**src/rtl/odetojoy_player.sv**
```systemverilog
// Autonomous "Ode to Joy" melody generator for the note bus.
// Each note is driven for NOTE_CYCLES cycles and is then followed by GAP_CYCLES of none.
module odetojoy_player #(
   parameter int          NOTE_CYCLES = 50_000_000,
   parameter int          GAP_CYCLES  = 10_000_000,
   parameter int          CNT_W       = 26,
   parameter bit          LOOP        = 1'b0,
   parameter logic [3:0]  NOTE_NONE   = 4'd0,
   parameter logic [3:0]  NOTE_C4     = 4'd1,
   parameter logic [3:0]  NOTE_D      = 4'd2,
   parameter logic [3:0]  NOTE_E      = 4'd3,
   parameter logic [3:0]  NOTE_F      = 4'd4,
   parameter logic [3:0]  NOTE_G      = 4'd5
) (
   input  logic       CLK,
   input  logic       RESET,
   input  logic       start,
   input  logic       stop,
   input  logic       pause,
   output logic [3:0] note,
   output logic       playing,
   output logic [3:0] idx,
   output logic       done
);

   typedef enum logic [1:0] {ST_IDLE, ST_NOTE, ST_GAP} state_t;

   localparam logic [3:0]       LAST_IDX = 4'd14;
   localparam logic [CNT_W-1:0] NOTE_END = CNT_W'(NOTE_CYCLES - 1);
   localparam logic [CNT_W-1:0] GAP_END  = CNT_W'(GAP_CYCLES - 1);

   state_t           state_q, state_d;
   logic [CNT_W-1:0] cnt_q, cnt_d;
   logic [3:0]       idx_q, idx_d;
   logic [3:0]       note_q, note_d;
   logic             playing_q, playing_d;
   logic             done_q, done_d;

   function automatic logic [3:0] melody_note(input logic [3:0] i);
      case (i)
         4'd0, 4'd1, 4'd6, 4'd11, 4'd12: melody_note = NOTE_E;
         4'd2, 4'd5:                     melody_note = NOTE_F;
         4'd3, 4'd4:                     melody_note = NOTE_G;
         4'd7, 4'd10, 4'd13, 4'd14:      melody_note = NOTE_D;
         4'd8, 4'd9:                     melody_note = NOTE_C4;
         default:                        melody_note = NOTE_NONE;
      endcase
   endfunction

   always_comb begin
      state_d   = state_q;
      cnt_d     = cnt_q;
      idx_d     = idx_q;
      note_d    = note_q;
      playing_d = playing_q;
      done_d    = 1'b0;

      if (stop) begin
         state_d   = ST_IDLE;
         cnt_d     = '0;
         idx_d     = '0;
         note_d    = NOTE_NONE;
         playing_d = 1'b0;
      end else if (pause && state_q != ST_IDLE) begin
         // Everything holds so the remaining duration resumes exactly.
         done_d = 1'b0;
      end else begin
         case (state_q)
            ST_IDLE: begin
               if (start) begin
                  state_d   = ST_NOTE;
                  cnt_d     = '0;
                  idx_d     = '0;
                  note_d    = melody_note(4'd0);
                  playing_d = 1'b1;
               end
            end
            ST_NOTE: begin
               if (cnt_q == NOTE_END) begin
                  state_d = ST_GAP;
                  cnt_d   = '0;
                  note_d  = NOTE_NONE;
               end else begin
                  cnt_d = cnt_q + 1'b1;
               end
            end
            ST_GAP: begin
               if (cnt_q == GAP_END) begin
                  cnt_d = '0;
                  if (idx_q != LAST_IDX) begin
                     state_d = ST_NOTE;
                     idx_d   = idx_q + 4'd1;
                     note_d  = melody_note(idx_q + 4'd1);
                  end else if (LOOP) begin
                     state_d = ST_NOTE;
                     idx_d   = '0;
                     note_d  = melody_note(4'd0);
                  end else begin
                     state_d   = ST_IDLE;
                     idx_d     = '0;
                     note_d    = NOTE_NONE;
                     playing_d = 1'b0;
                     done_d    = 1'b1;
                  end
               end else begin
                  cnt_d = cnt_q + 1'b1;
               end
            end
            default: begin
               state_d   = ST_IDLE;
               cnt_d     = '0;
               idx_d     = '0;
               note_d    = NOTE_NONE;
               playing_d = 1'b0;
            end
         endcase
      end
   end

   always_ff @(posedge CLK) begin
      if (RESET) begin
         state_q   <= ST_IDLE;
         cnt_q     <= '0;
         idx_q     <= '0;
         note_q    <= NOTE_NONE;
         playing_q <= 1'b0;
         done_q    <= 1'b0;
      end else begin
         state_q   <= state_d;
         cnt_q     <= cnt_d;
         idx_q     <= idx_d;
         note_q    <= note_d;
         playing_q <= playing_d;
         done_q    <= done_d;
      end
   end

   assign note    = note_q;
   assign playing = playing_q;
   assign idx     = idx_q;
   assign done    = done_q;

endmodule

```
**config.mk**
```make
export PLATFORM = sky130hd
export DESIGN_NAME = odetojoy_player
export DESIGN_NICKNAME = d
export VERILOG_FILES = /design/src/rtl/odetojoy_player.sv
export SDC_FILE = /design/constraint.sdc
export NUM_CORES = 1
export LEC_CHECK = 0
export CAP_MARGIN = 10
export CORE_ASPECT_RATIO = 0.8
export CORE_MARGIN = 2
export CORE_UTILIZATION = 45
export CTS_CLUSTER_SIZE = 16
export DETAILED_ROUTE_END_ITERATION = 12
export SYNTH_ARGS = -nofsm -noshare
export SYNTH_HDL_FRONTEND = slang
export SYNTH_SLANG_ARGS = --single-unit
```
**constraint.sdc**
```tcl
create_clock -name CLK -period 2.4 [get_ports CLK]
set_clock_uncertainty 0.05 [all_clocks]
set_input_delay 0.48 -clock CLK [delete_from_list [all_inputs] [get_ports CLK]]
set_output_delay 0.48 -clock CLK [all_outputs]
set_load 0.01 [all_outputs]
```
==> results.py <==
metrics = {
    "logic_synthesis": {
        "yosysWarnings": 0,
        "ys_ff_latch": 37,
        "syn_nets": 254,
        "synth-async-reset-ratio_pct": 0,
        "yosys-top-cells-area": "dfxtp_1, nor2_1, xor2_1, ha_1, nand2_1",
        "synth.cell_area_um2": 2040,
        "synth_top_area_share_pct": 36.3,
        "yosys_most_used_dff": "dfxtp_1",
        "ys_seq_area_share_pct": 36.3,
        "syn_inst": 241,
        "yosysUniqueCellTypes": 50,
        "avgSynthCellArea_um2": 8.46,
        "synth_area_leader_cell": "dfxtp_1",
        "synth_edf_count": 0,
    },
    "pwr": {
        "vdd_drop_max_uv": 496,
        "leakagePower_nw": 0.831,
        "p_per_area_nw_per_um2": 570,
    },
    "sta": {
        "layout_min_cycle_time_ps": 2210,
        "post-route-period-util_pct": 92.2,
        "drv_slew": 0,
        "grt_setup_unrepaired": "false",
        "clock.fmax_mhz": 452,
        "timing.final.ws_setup_ps": 187,
        "hold_viol": 0,
        "finalSetupViolCount": 0,
        "tns_ps": 0,
    },
    "floorplanning": {
        "rows": 21,
        "design.die.area_um2": 5090,
        "start_util_pct": 47.9,
        "die_w_um": 79.3,
        "fp.dieH_um": 64.2,
        "core_area_um2": 4260,
        "pin_count": 15,
    },
    "critical_path": {
        "timing.rr.start": "cnt_q[0]",
        "crit_path_start_kind": "flip-flop",
        "cp_cell_sequence": "ha_1 > and4_1 > nand4b_1 > o21a_1 > or4_1 > mux2i_1 > nor2_1",
        "crit_path_start": "cnt_q[0]",
        "cp-end-kind": "flip-flop",
        "cp_data_arrival_time_ps": 2350,
        "cp.required_ps": 2540,
        "critical-path-top-delay-family": "simple AND/OR/NAND/NOR gates",
        "cp_slowest_cell": "or4_1",
        "crit_type": "reg2reg",
        "crit_path_max_fanout": 5,
        "path_buf_inv": 0,
        "critPathMaxStageDelay_ps": 500,
    },
    "place": {
        "place.gp.congestion": 0.835,
        "pre_cts_ws_ps": 174,
        "post-place-cells": 314,
        "place_area_um2": 2270,
        "io_buffers": 13,
        "post-dp-hpwl_um": 3400,
    },
    "final_layout": {
        "stdcell_count": 322,
        "final_core_util_pct": 56.0,
        "n_fill_cell": 417,
        "final_area_um2": 2380,
        "drive_gt1_share_pct": 10.6,
        "nNetsFinal": 277,
        "multi_input_area_um2": 1230,
        "area_growth_pct": 16.9,
        "regArea_um2": 741,
        "n_antenna_cell": 0,
    },
    "detailed_routing": {
        "vias_per_cell": 5.36,
        "met1_length_um": 2560,
        "wl_met2_um": 1770,
        "route.met3.wl_um": 139,
        "routed_wl_um": 4510,
        "wire_per_inst_um": 14.0,
        "top_layer": "met4",
        "drc": 0,
        "drt_pass1_iterations": 4,
        "num_vias": 1725,
        "drtAntennaViolNets": 0,
        "first_iter_violations": 126,
    },
    "clocking": {
        "cts_tree": "done",
        "cts_root_buffer": "clkbuf_8",
        "cts.sinks": 37,
        "clock_path_buffers": 2,
        "htreeDepth": 2,
        "clk_pin_slew_worst_paths_ps": 80,
        "post_cts_buffers": 0,
        "cts_resized": 0,
        "cts_inserted_buffers": 5,
        "postCtsHoldBufs": 0,
        "clk_latency_ps": 290,
    },
    "min_path": {
        "hp-class": "reg2reg",
        "worstHoldStart": "note[2]",
    },
    "global_route": {
        "grt_pass1_vias": 1634,
        "antenna_found_initial": 0,
        "grt_pass1_wl_um": 7930,
        "grt_usage_pct": 19.9,
        "grt_max_degree": 19,
        "grt_overflow": 0,
    },
    "run": {
        "max-cap-violations": 0,
    },
    "status": {
        "status": "finished clean",
    },
}
[power by group]
part           internal (mW)  switching [mW]
clock network          0.339           0.220
registers              0.622         0.00654
logic                 0.0720          0.0988
total                   1.03           0.326
[final timing paths]
kind | endpoint | slack [ps] | cells past startpoint
max reg2reg | playing | 190 | 7
max | playing | 190 | 7
min | note[2] | 410 | 2
min reg2reg | note[2] | 410 | 2
[flip-flops by register name, indices dropped and copies added (netlist names)]
register	cells
note	3
idx	4
done	1
cnt_q	26
playing	1
state_q	2
[per-stage QoR]
step	total power, mW	hold slack, ps
floorplan	0.766	422
global placement	0.813	399
detailed placement	0.812	401
CTS	1.37	412
global route	1.42	446
finish	1.36	415
[routing by layer]
| metal | vias to the layer above | global-route usage (%) |
|---|---|---|
| li1 | 902 | - |
| met1 | 795 | 30.1 |
| met2 | 24 | 28.1 |
| met5 | - | 0 |
| met3 | 4 | 4.24 |
| met4 | 0 | 5.82 |
[worst min-delay path, cell delays in order, from the launching register on]
cell,delay (ps)
dfxtp_1,320
nand2_1,50
a21oi_1,50
[cell usage in the layout, fill, tap and decap left out, types with 4 or more instances in the layout]
cell type	instances
nor3_1	5
inv_1	8
a21oi_1	10
dfxtp_1	37
xnor2_1	8
ha_1	8
nand3_1	15
buf_4	9
or3_1	6
nor4_1	4
clkbuf_8	6
nand2_1	21
nor2_1	36
clkdlybuf4s50_1	13
nand4_1	8
and3_1	5
xor2_1	14
o21ai_0	7
mux2i_1	6
[cell families (layout without fill, tap and decap cells)]
family	after synthesis	count (layout)	synth area share, %
DFF	37	37	36.3
adders and majority gates	8	8	4.91
buffers and inverters	14	38	3.50
AOI/OAI and AO/OA	35	35	12.1
muxes	7	7	3.50
and+or+nand+nor	117	117	30.0
xor gates and xnor gates	22	22	9.45
other	1	1	0.184
[cells in the mapped netlist (4+ instances only)]
cell type	instances
a21oi_1	10
and3_1	5
dfxtp_1	37
ha_1	8
inv_1	8
mux2i_1	6
nand2_1	21
nand3_1	15
nand4_1	8
nor2_1	36
nor3_1	5
nor4_1	4
o21ai_0	8
or3_1	6
xnor2_1	8
xor2_1	14
[final cells by class]
class | count | share of cell area, %
tap | 57 | 2.99
multi-input combinational | 190 | 51.5
timing repair buffer | 22 | 8.29
inverter | 8 | 1.26
clock inverter | 1 | 1.26
sequential | 37 | 31.1
clock buffer | 7 | 3.62
No activity file was read; power rests on OpenSTA's default activity.
